File: src/rtl/uart_receiver.sv
// uart_receiver: 8N1 UART receive stage.
//   Synchronises the serial line, confirms the start bit at mid-period,
//   samples eight data bits LSB first at mid-bit, then checks the stop bit.
//   A good stop bit updates data_out and pulses rx_done. A bad stop bit
//   pulses frame_err and leaves data_out unchanged.
// Ports:
//   clk        system clock, rising edge
//   rst_n      synchronous reset, active low
//   rx_i       asynchronous serial input, idle high
//   data_out   last correctly framed byte
//   rx_done    one-cycle pulse, data_out updated
//   frame_err  one-cycle pulse, stop bit sampled low
//   rx_busy    high whenever a frame is in progress
module uart_receiver #(
    parameter int unsigned CLOCK_RATE = 100000000,
    parameter int unsigned BAUD_HEDEF = 115200
) (
    input  logic       clk,
    input  logic       rst_n,
    input  logic       rx_i,
    output logic [7:0] data_out,
    output logic       rx_done,
    output logic       frame_err,
    output logic       rx_busy
);

    localparam int unsigned BAUD_DIV  = CLOCK_RATE / BAUD_HEDEF;
    localparam int unsigned HALF      = BAUD_DIV / 2;
    localparam logic [31:0] BIT_LAST  = 32'(BAUD_DIV - 1);
    localparam logic [31:0] HALF_LAST = 32'(HALF - 1);

    typedef enum logic [1:0] {
        IDLE,
        START,
        DATA,
        STOP
    } state_e;

    state_e      state_q, state_d;
    logic        sync1_q, sync2_q;
    logic [31:0] timer_q, timer_d;
    logic [2:0]  bit_cnt_q, bit_cnt_d;
    logic [7:0]  shift_q, shift_d;
    logic [7:0]  data_q, data_d;
    logic        done_q, done_d;
    logic        ferr_q, ferr_d;
    logic        tick;
    logic        rx_s;

    assign rx_s = sync2_q;

    // State register plus datapath registers.
    always_ff @(posedge clk) begin
        if (!rst_n) begin
            state_q   <= IDLE;
            sync1_q   <= 1'b1;
            sync2_q   <= 1'b1;
            timer_q   <= '0;
            bit_cnt_q <= '0;
            shift_q   <= '0;
            data_q    <= '0;
            done_q    <= 1'b0;
            ferr_q    <= 1'b0;
        end else begin
            state_q   <= state_d;
            sync1_q   <= rx_i;
            sync2_q   <= sync1_q;
            timer_q   <= timer_d;
            bit_cnt_q <= bit_cnt_d;
            shift_q   <= shift_d;
            data_q    <= data_d;
            done_q    <= done_d;
            ferr_q    <= ferr_d;
        end
    end

    // Next-state logic; tick marks the terminal count of the current state.
    always_comb begin
        state_d = state_q;
        tick    = 1'b0;
        unique case (state_q)
            IDLE: begin
                if (!rx_s) state_d = START;
            end
            START: begin
                if (timer_q == HALF_LAST) begin
                    tick    = 1'b1;
                    state_d = rx_s ? IDLE : DATA;
                end
            end
            DATA: begin
                if (timer_q == BIT_LAST) begin
                    tick = 1'b1;
                    if (bit_cnt_q == 3'd7) state_d = STOP;
                end
            end
            STOP: begin
                // Leaving at mid-stop-bit lets a following start bit be
                // caught even with a single stop bit between frames.
                if (timer_q == BIT_LAST) begin
                    tick    = 1'b1;
                    state_d = IDLE;
                end
            end
            default: state_d = IDLE;
        endcase
    end

    // Datapath next values and outputs.
    always_comb begin
        // Timer restarts at every terminal count, which covers every state
        // change as well as each data-bit boundary inside DATA.
        timer_d   = (state_q == IDLE || tick) ? '0 : timer_q + 32'd1;
        bit_cnt_d = bit_cnt_q;
        shift_d   = shift_q;
        data_d    = data_q;
        done_d    = 1'b0;
        ferr_d    = 1'b0;
        unique case (state_q)
            IDLE: bit_cnt_d = '0;
            DATA: begin
                if (tick) begin
                    shift_d   = {rx_s, shift_q[7:1]};
                    // Wraps 7 -> 0 on entry to STOP.
                    bit_cnt_d = bit_cnt_q + 3'd1;
                end
            end
            STOP: begin
                if (tick) begin
                    if (rx_s) begin
                        data_d = shift_q;
                        done_d = 1'b1;
                    end else begin
                        ferr_d = 1'b1;
                    end
                end
            end
            default: ;
        endcase
        rx_busy = (state_q != IDLE);
    end

    assign data_out  = data_q;
    assign rx_done   = done_q;
    assign frame_err = ferr_q;

endmodule

File: config.mk
export PLATFORM = sky130hd
export DESIGN_NAME = uart_receiver
export DESIGN_NICKNAME = d
export VERILOG_FILES = /design/src/rtl/uart_receiver.sv
export SDC_FILE = /design/constraint.sdc
export NUM_CORES = 1
export LEC_CHECK = 0
export CORE_MARGIN = 5
export CORE_UTILIZATION = 55
export DETAILED_ROUTE_END_ITERATION = 7
export GPL_TIMING_DRIVEN = 0
export PLACE_DENSITY = 0.74
export SYNTH_ARGS = -nofsm -noshare
export SYNTH_HDL_FRONTEND = slang
export SYNTH_SLANG_ARGS = --single-unit
File: constraint.sdc
create_clock -name clk -period 2.2 [get_ports clk]
set_input_delay 0.22 -clock clk [delete_from_list [all_inputs] [get_ports clk]]
set_output_delay 0.22 -clock clk [all_outputs]
set_load 0.03 [all_outputs]
# --- Word level (Yosys, flattened, before mapping) ---
# Cells that the tools add are included.
word_totals:
  register_bits: 57
  input_bits: 3
  out_inout_bits: 11
  word_cells: 49
op_classes:
  n_addsub: 2
  n_eq_ne: 12
  n_mux: 14
  bitwise_logic: 1
  n_reduce_logical: 11
op_table:
  columns: ["operator", "count"]
  rows:
  - ["adder 32 x 1 -> 32 bit, second input constant", 1]
  - ["equality test 32 x 10 -> 1 bit, second input constant", 1]
  - ["equality test 32 x 9 -> 1 bit, second input constant", 1]
  - ["2-to-1 mux 2 bit", 6]
  - ["inequality test 2 bit, second input constant", 6]
  - ["one-hot mux 2 bit (4 select lines)", 1]
  - ["one-hot mux 3 bit (2 select lines)", 1]
  - ["AND reduction 3 bit", 2]
  - ["AND reduction 5 bit", 1]
  - ["equality test 2 bit, second input constant", 2]
  - ["2-to-1 mux 1 bit", 4]
  - ["AND reduction 2 bit", 2]
  - ["nonzero test 2 bit", 2]
  - ["OR reduction 2 bit", 2]
  - ["adder 3 x 1 -> 3 bit, second input constant", 1]
  - ["equality test 3 bit, second input constant", 1]
  - ["2-to-1 mux 3 bit", 1]
  - ["equality test 2 x 1 -> 1 bit, second input constant", 1]
  - ["logical NOT 2 bit", 1]
  - ["one-hot mux 1 bit (2 select lines)", 1]
  - ["logical OR 1 bit", 1]
  - ["NOT 1 bit", 1]

# --- Logic depth before layout (Yosys ltp) ---
# Gate-level depths: netlist (run 1).
logic_depth:
  depth_word: 5
  depth_mapped: 7
  mapped_depth_nobuf: 6

# --- Least setup slack after synthesis (run 1) ---
# OpenSTA, ideal clock, no wires.
synth_timing:
  kind: "reg-to-reg"
  start: "register timer_q[0]"
  end: "register shift_q[7]"
  setup_ns: 0.125
  arrival_ns: 1.734
  required_time_ns: 2.075
  slack_ns: 0.341
  path_stages_with_launch: 8
  path_buffers: 1
  synth_period_minus_slack_ns: 1.859
  path_cell_list: "dfxtp_1 ha_1 and4bb_2 nand4_1 nor4_4 buf_6 mux2i_1 nor2_1"
synth_via:
  elab_chain_len: 4
  word_cells_on_any_way: 6
  classes_between: "eq/ne (2); mux (3); reduce/logical (1)"
synth_rtl:
  columns: ["element", "line", "rtl"]
  rows:
  - ["start, declared", "41", "logic [31:0] timer_q, timer_d;"]
  - ["start signal, assigned", "68", "timer_q <= timer_d;"]
  - ["equality test 32 x 10 -> 1 bit or equality test 32 x 9 -> 1 bit (tied branches)", "92, 100, 86", null]
  - ["2-to-1 mux 1 bit, on equally long branches", "92, 100, 86", null]
  - ["one-hot mux 1 bit (2 select lines) *", "81", "unique case (state_q)"]
  - ["AND reduction 2 bit (no line) *", null, null]
  - ["end signal, assigned", "70", "shift_q <= shift_d;"]
  - ["end, declared", "43", "logic [7:0] shift_q, shift_d;"]
# Mark *: on every way between the ends. The rest lies on a longest branch, timed or not.
# A chain may end at the register's enable or synchronous reset.

# --- Final worst setup path (run 1) ---
layout_timing:
  start: "register timer_q[0]"
  end: "register timer_q[18]"
layout_via:
  elab_chain_len: 5
  word_cells_on_any_way: 8
  classes_between: "add/sub (1); eq/ne (2); mux (3); reduce/logical (2)"
layout_rtl:
  columns: ["element"]
  rows:
  - ["parallel branches: the longest is 5 deep, another holds adder 32 x 1 -> 32 bit"]
# Several ways; the timed one is not identified.

==> results of run 1 <==
[area by class of cell]
type	instances	area (um^2)	area share (%)
multi-input cells	205	1320	44.5
flip-flops and latches	57	1140	38.3
repair buffers	19	175	5.88
clock buffers	11	131	4.41
plain buffers	12	76.3	2.56
well taps	52	65.1	2.19
clock inverters	4	45.0	1.51
inverters	5	18.8	0.631
[layer usage]
layer	vias up	global-route usage (%)	share of wire, %
met5	-	0	0
met4	0	10.5	2.7
met2	46	25.9	45
li1	1017	-	-
met1	917	22.8	49
met3	13	5.84	3.8
[through the flow]
| stage | hold slack (ps) | cells | area [um^2] |
|---|---|---|---|
| 3_3_place_gp | 389 | 344 | 2750 |
| 6_report | 427 | 365 | 2980 |
| 5_1_grt | 452 | 365 | 2980 |
| 4_1_cts | 431 | 359 | 2930 |
| 3_5_place_dp | 415 | 344 | 2750 |
| 2_1_floorplan | 293 | 279 | 2550 |
[layout by cell type (no fill, tap or decap), types with 7 or more instances in the layout]
master	Yosys	final
dfxtp_1	57	57
nor2_1	50	49
nand2_1	28	28
xor2_1	23	23
nand3_1	21	21
mux2i_1	16	16
nand4_1	12	12
clkdlybuf4s50_1	0	12
buf_4	4	9
clkbuf_8	0	9
xnor2_1	7	7
[logic make-up after synthesis]
group           Yosys count  synth area share (%)
xor+xnor                 30                  10.3
compound gates            8                  2.15
mux                      16                  6.27
buf+inv                  17                  3.72
flops                    57                  44.7
fa+ha+maj                 4                  1.96
simple gates            147                  31.0
[registers in the layout, indices dropped and copies added, names as in the netlist, named ones only]
name,cells
timer_q,32
data_out,8
shift_q,8
bit_cnt_q,3
frame_err,1
rx_done,1
rx_s,1
state_q,1
sync1_q,1
[timing repair]
action                     in CTS  in global routing
setup buffers                   0                  5
gates resized for setup         0                  3
setup endpoints to repair       0                 13
[path summary, 6_finish.rpt]
| path | start | endpoint | slack (ps) | cells past startpoint |
|---|---|---|---|---|
| max | timer_q[0] | timer_q[18] | 60 | 8 |
| min | sync1_q | rx_s | 430 | 1 |
| max reg2reg | timer_q[0] | timer_q[18] | 60 | 8 |
| min reg2reg | sync1_q | rx_s | 430 | 1 |
[power breakdown]
| group | internal, uW | switching, uW | total (uW) |
|---|---|---|---|
| registers | 1040 | 4.67 | 1040 |
| logic | 13.3 | 22.8 | 36.1 |
| clock network | 511 | 391 | 902 |
[worst max-delay path, stage by stage (launching register included)]
cell and delay (ps):
dfxtp_1 410, ha_2 240, and4bb_2 240, nand4_1 220, buf_4 220, a211o_2 310, nand3_2 130, buf_4 190
nor2_1 60
==> results.sh, run 1 <==
export IMPL_status="finished clean"
export IMPL_tns_ps=0
export IMPL_die_area_um2=6110
export IMPL_die_y_um=78.2
export IMPL_drt_antenna_violating_nets=0
export IMPL_drt_iter0_markers=93
export IMPL_viasPerCell=5.46
export IMPL_yosys_warnings=0
export IMPL_synth_cells_most_frequent="dfxtp_1 (57), nor2_1 (50), nand2_1 (28), xor2_1 (23), nand3_1 (21)"
export IMPL_finalClockSkew_ps=9.90
export IMPL_post_route_drc_count=0
export IMPL_syn2layout_area_growth_pct=16.5
export IMPL_grt_usage_pct=17.7
export IMPL_start_kind="flop"
export IMPL_vias=1993
export IMPL_post_place_ws_ps=116
export IMPL_hp_class="flop to flop"
export IMPL_overflow=0
export IMPL_clkLatencyLatePin_ps=340
export IMPL_hold_viol_final=0
export IMPL_worstPathRequired_ps=2430
export IMPL_first_pass_iters=6
export IMPL_synth_edf_count=0
export IMPL_synth_area_top_cells="dfxtp_1 (45%), xor2_1 (7.9%), nor2_1 (7.3%)"
export IMPL_cap_violations=0
export IMPL_relSlewSlack_pct=49.9
export IMPL_clockBufferDepth=2
export IMPL_slew_viol_final=0
export IMPL_synth_area_per_cell_um2=9.16
export IMPL_initial_utilization_pct=57.5
export IMPL_grt_pass1_vias=1859
export IMPL_numCtsBuffers=9
export IMPL_synth_sequential_area_ratio_pct=44.7
export IMPL_wire_per_inst_um=13.8
export IMPL_cp_max_fo=10
export IMPL_power_density_nw_per_um2=665
export IMPL_io_buffer_count=13
export IMPL_finalSetupViolCount=0
export IMPL_syn_num_nets=286
export IMPL_fmaxAchievable_ghz=0.468
export IMPL_ys_ff_latch=57
export IMPL_cts_max_level=3
export IMPL_p_leak_uw=0.00102
export IMPL_synth_cell_types=38
export IMPL_ir_drop_uv=370
export IMPL_post_synth_top_area_fraction_pct=44.7
export IMPL_diodes=0
export IMPL_syn_area_um2=2550
export IMPL_finalCritPeriodShare_pct=97.1
export IMPL_grt_pass1_wl_um=8450
export IMPL_setup_ws_ps=63.2
export IMPL_core_area_um2=4440
export IMPL_cts_tree="yes"
export IMPL_cts_hold_buf=0
export IMPL_async_reset_ff_share_pct=0
export IMPL_nets=316
export IMPL_nFillCells=372
export IMPL_fin_util_pct=67.0
export IMPL_drt_total_wl_um=5040
export IMPL_critPathArrivalTime_ps=2360
export IMPL_io_pins=14
export IMPL_grt_max_degree=11
export IMPL_die_w_um=78.2
export IMPL_drive_above_1_share_pct=12.8
export IMPL_worst_pin_slew_ps=744
export IMPL_synth_most_common_cell="dfxtp_1"
export IMPL_cts_sinks=57
export IMPL_antenna_found_initial=0
export IMPL_synth_cells=279
export IMPL_synth_main_ff_cell="dfxtp_1"
export IMPL_yosys_area_top_type="dfxtp_1"
export IMPL_end_kind="flop"
export IMPL_hpwl_um=3330
export IMPL_clk_pin_slew_ps=60
export IMPL_row_count=24
export IMPL_finalPower_uw=1980
export IMPL_place_congestion=0.804
export IMPL_path_class="flop to flop"
export IMPL_period_needed_ps=2140
export IMPL_cts_root_buffer="clkbuf_8"
Note: power is estimated with default switching activity, not from simulation.
==> inputs of run 2 (changes only) <==
GPL_TIMING_DRIVEN = not set   (was 0)
==> results.sh, run 2 (synthesized netlist as in run 1, its figures left out) <==
export IMPL_status="finished clean"
export IMPL_instances_no_fill=356
export IMPL_finalSetupViolCount=0
export IMPL_die_w_um=78.2
export IMPL_wire_per_inst_um=13.2
export IMPL_drt_total_wl_um=4700
export IMPL_post_route_drc_count=0
export IMPL_finalPower_uw=2030
export IMPL_syn2layout_area_growth_pct=15.1
export IMPL_cp_cell_sequence="ha_1, and4bb_2, nand4_1, inv_1, and4_1, buf_4, mux2i_1"
export IMPL_io_buffer_count=13
export IMPL_nets=306
export IMPL_relSlewSlack_pct=65.9
export IMPL_diodes=0
export IMPL_fmaxAchievable_ghz=0.501
export IMPL_setup_ws_ps=203
export IMPL_multi_input_area_um2=1320
export IMPL_layout_common_cells="dfxtp_1 (57), nor2_1 (50), nand2_1 (28)"
export IMPL_slew_viol_final=0
export IMPL_critPathTopFamily="simple AND/OR/NAND/NOR gates"
export IMPL_drive_above_1_share_pct=11.8
export IMPL_place_congestion=0.819
export IMPL_cts_hold_buf=0
export IMPL_hp_class="flop to flop"
export IMPL_hpwl_um=3110
export IMPL_worst_pin_slew_ps=509
export IMPL_die_area_um2=6110
export IMPL_seq_area_um2=1140
export IMPL_path_buf_inv=2
export IMPL_p_leak_uw=0.000991
export IMPL_start_kind="flop"
export IMPL_grt_pass1_wl_um=8470
export IMPL_cts_root_buffer="clkbuf_8"
export IMPL_worstPathRequired_ps=2460
export IMPL_initial_utilization_pct=57.5
export IMPL_antenna_found_initial=0
export IMPL_post_place_ws_ps=268
export IMPL_cts_setup_buffers=0
export IMPL_cap_violations=0
export IMPL_largest_register="timer_q"
export IMPL_finalCritPeriodShare_pct=90.8
export IMPL_clkLatencyLatePin_ps=330
export IMPL_fin_worst_hold_slack_ps=417
export IMPL_clockBufferDepth=2
export IMPL_overflow=0
export IMPL_clk_pin_slew_ps=70
export IMPL_end_kind="flop"
export IMPL_vias=1909
export IMPL_io_pins=14
export IMPL_critPathMaxStageDelay_ps=400
export IMPL_finalClockSkew_ps=6.35
export IMPL_layout_commonest_cell="dfxtp_1"
export IMPL_cp_max_fo=8
export IMPL_cts_max_level=3
export IMPL_largest_reg_flops=32
export IMPL_grt_max_degree=33
export IMPL_numCtsBuffers=9
export IMPL_critPathArrivalTime_ps=2260
export IMPL_grt_pass1_vias=1858
export IMPL_cts_tree="yes"
export IMPL_ir_drop_uv=449
export IMPL_grt_setup_unrepaired="false"
export IMPL_cts_sinks=57
export IMPL_first_pass_iters=4
export IMPL_period_needed_ps=2000
export IMPL_die_y_um=78.2
export IMPL_drt_iter0_markers=103
export IMPL_power_density_nw_per_um2=691
export IMPL_path_class="flop to flop"
export IMPL_hold_viol_final=0
export IMPL_place_inst=340
export IMPL_core_area_um2=4440
export IMPL_viasPerCell=5.36
export IMPL_drt_antenna_violating_nets=0
export IMPL_cts_repair_resized=0
export IMPL_row_count=24
export IMPL_grt_usage_pct=17.4
export IMPL_nFillCells=364
export IMPL_tns_ps=0
export IMPL_slowest_stage="dfxtp_1"
==> run 2: worst register-to-register path: cells and delay by family (launching register included) <==
kind,cells,cell delay [ps]
muxes,1,210
DFF,1,400
buffers and inverters,2,380
adders and majority gates,1,240
and+or+nand+nor,3,710
==> run 2: layer usage <==
layer / share of wire (%) / track usage (%)
met1: 51 / 22.7
met5: 0 / 0
met3: 3.3 / 5.49
met2: 44 / 26.1
met4: 2.0 / 8.39
==> run 2: metrics by stage <==
stage | instance area [um^2] | utilization, %
floorplan | 2550 | -
global placement | 2750 | 61.8
detailed placement | 2750 | 61.8
CTS | 2940 | 66.2
global route | 2940 | 66.2
finish | 2940 | 66.2
==> run 2: cell type report <==
class / count / area share [%]
Clock inverter: 6 / 1.96
Inverter: 5 / 0.638
Tap cell: 52 / 2.21
Timing Repair Buffer: 21 / 6.89
Multi-Input combinational cell: 205 / 44.8
Clock buffer: 10 / 4.68
Sequential cell: 57 / 38.8
==> run 2: final timing paths <==
check	slack (ps)	start	to	depth (start not counted)
setup / recovery	200	timer_q[0]	data_out[7]	7
hold / removal	420	sync1_q	rx_s	1
setup reg to reg	200	timer_q[0]	data_out[7]	7
hold reg to reg	420	sync1_q	rx_s	1
==> run 2: power breakdown <==
part	switching, uW	internal, uW
combinational	21.0	12.5
sequential	4.69	1040
clock	414	545
total	440	1590
==> inputs of run 3 (changes only) <==
TNS_END_PERCENT = 10   (was not set)
==> results of run 3 <==
Final layout, timing and power as in run 2 (identical DEF).
==> variant, RTL diff (flow settings as in run 3) <==
Encoding of `state_e`: now Gray code (2 bits for 4 states).
--- a/src/rtl/uart_receiver.sv
+++ b/src/rtl/uart_receiver.sv
@@ -30,10 +30,10 @@
     localparam logic [31:0] HALF_LAST = 32'(HALF - 1);
 
     typedef enum logic [1:0] {
-        IDLE,
-        START,
-        DATA,
-        STOP
+        IDLE  = 2'b00,
+        START = 2'b01,
+        DATA  = 2'b11,
+        STOP  = 2'b10
     } state_e;
 
     state_e      state_q, state_d;
Formal check against the unedited RTL: no difference found for any inputs over 10 cycles, from zero or initial values and one cycle with rst_n low; not proved beyond that.
==> variant against run 3 <==
Largest cell class unchanged; routed wire length down 6.4%; synthesized area fell by 2.7%; final area down 0.94%; power grew 6.4%; critical path type unchanged; count of clock-buffer cells in the layout increased by 2; sequential cell count unchanged; worst setup slack worse by 0.046 ns.
==> variant: results (changes against run 3) <==
The maximum ir drop on the vdd rail is 0.0004116 V (was 0.0004493 V). The number of diodes added for antenna fixing came out at 0 (unchanged). The power density over the cells came out at 741.9 mW/mm^2 (was 690.9 mW/mm^2). The classification of the worst-slack hold path is reg -> reg (unchanged). The fraction of layout instances using a drive strength above 1 was 10.00% (was 11.84%).

The critical path data arrival time was 2.26 ns (about the same). The number of antenna violations at the first check in global routing was 0 (unchanged). The internal power of the cells is 0.001748 W (was 0.001593 W). The sequential fraction of the synthesis area came to 45.92% (was 44.66%). The number of DRC markers after the initial detailed-route iteration was 97 (was 103).

The placement-stage worst setup slack is 0.1558 ns (was 0.2677 ns). The worst-path maximum fanout is 32 (was 8). The adder-cell share of the synthesized area is 2.014% (was 1.959%). The clock buffer count from CTS is 9 (unchanged).

The number of instances resized during post-cts repair is 0 (unchanged). The register with the highest flop count is timer_q (unchanged). The global-route wire length before repair is 7962 um (was 8466 um). The overall routing resource usage came out at 16.32% (was 17.40%).

The part of the power in combinational logic came to 1.6% (about the same). The clock transition time at the flip-flop clock pins of the worst setup and hold paths came out at 0.06 ns. The root buffer cell is clkbuf_8 (unchanged).

The average footprint of a synthesized cell came out at 9.307 um^2 (was 9.158 um^2). The count of placed standard cells in the final layout, fillers left out is 342 (was 356). The largest net degree at the start of global routing is 33 (unchanged). The number of distinct library cells after synthesis is 38 (unchanged). The final-stage net count is 292 (was 306). At the later pin of the worst-skew pair, clock insertion delay measures 0.32 ns. The worst clock skew on the final layout is 0.007516 ns (was 0.006347 ns). The static leakage power came out at 1.009 nW (was 0.9912 nW).

The routability congestion estimate came out at 0.7276 (was 0.8191). The post-synth net total is 274 (was 286). The compound-gate portion of the synthesized area came out at 2.518% (was 2.155%). The first-pass detailed-route iteration total came to 4 (unchanged). The post-placement cell area came out at 0.002684 mm^2 (was 0.002746 mm^2).

Largest cells by area after synthesis: dfxtp_1, xor2_1, mux2i_1 (was dfxtp_1, xor2_1, nor2_1). The fill cell total of the finished layout is 361 (was 364). The post-CTS setup buffer count came out at 0 (unchanged). The port buffer count came out at 13 (unchanged). The half-perimeter wire length of the detailed placement result came out at 3007 um (was 3111 um).

The share of the synthesized netlist area taken by xor and xnor gates is 10.57% (was 10.28%). The number of flip-flops in the largest register is 32 (unchanged). The via count of the first global-routing pass came to 1717 (was 1858).

Commonest cells in the synthesized netlist: dfxtp_1, nor2_1, nand2_1, xor2_1 (was dfxtp_1, nor2_1, nand2_1, xor2_1, nand3_1). The number of flops mapped to enable cells by yosys is 0 (unchanged). The deepest clock path buffer count came out at 2 (unchanged). Outcome: finished, final reports clean (unchanged).

The worst-case headroom to the max-slew limit came out at 74.17% (was 65.91%). The total number of vias came out at 1817 (was 1909). The portion of netlist area occupied by mux cells is 7.654% (was 6.268%). The placed instance count came out at 326 (was 340). The maximum level of the CTS H-tree is 3 (unchanged). The async set-reset flop share out of synthesis came out at 0% (unchanged). The Yosys warning count is 0 (unchanged). The routed length per instance was 12.88 um (was 13.21 um).
-- variant: cell count changes in the layout (fill, tap and decap cells not counted), moves of 4 or more --
| cell | delta |
|---|---|
| nor2_1 | -15 |
| nand4_1 | -4 |
| clkinv_2 | -4 |
| and4_1 | +5 |
| and3_1 | +5 |
-- variant: power by group through the flow --
stage | logic [W] | clock network (W) | registers, W
global route | 0.0000373 | 0.00117 | 0.00104
floorplan | 0.0000228 | 0 | 0.00106
detailed placement | 0.0000344 | 0 | 0.00106
global placement | 0.0000344 | 0 | 0.00106
CTS | 0.0000345 | 0.00112 | 0.00104
finish | 0.0000339 | 0.00109 | 0.00104
-- variant: final timing paths --
path / start / to / slack, ns / depth (start not counted)
setup / recovery: timer_q[0] / timer_q[30] / 0.16 / 7
setup reg to reg: timer_q[0] / timer_q[30] / 0.16 / 7
hold reg to reg: sync1_q / rx_s / 0.42 / 1
hold / removal: sync1_q / rx_s / 0.42 / 1
-- variant: final cells by class --
cell class,instances,area share [%]
multi-input cells,196,43.58
flip-flops and latches,57,39.16
repair buffers,19,6.870
clock buffers,12,5.324
clock inverters,4,2.576
well taps,52,2.233
inverters,2,0.2576
-- variant: routing by layer --
metal / global-route usage (%) / up-vias / part of all wire, %
li1: - / 955 / -
met1: 21.57 / 832 / 51
met2: 24.24 / 21 / 45
met3: 4.333 / 9 / 2.9
met4: 8.419 / 0 / 2.0
met5: 0 / - / 0
-- variant: worst max-delay path, cell delays in order, from the launching register on --
cell	delay, ns
dfxtp_1	0.41
ha_1	0.20
or4bb_1	0.49
nor2_2	0.17
nand3_4	0.14
a31oi_4	0.23
buf_12	0.20
nor2_1	0.07
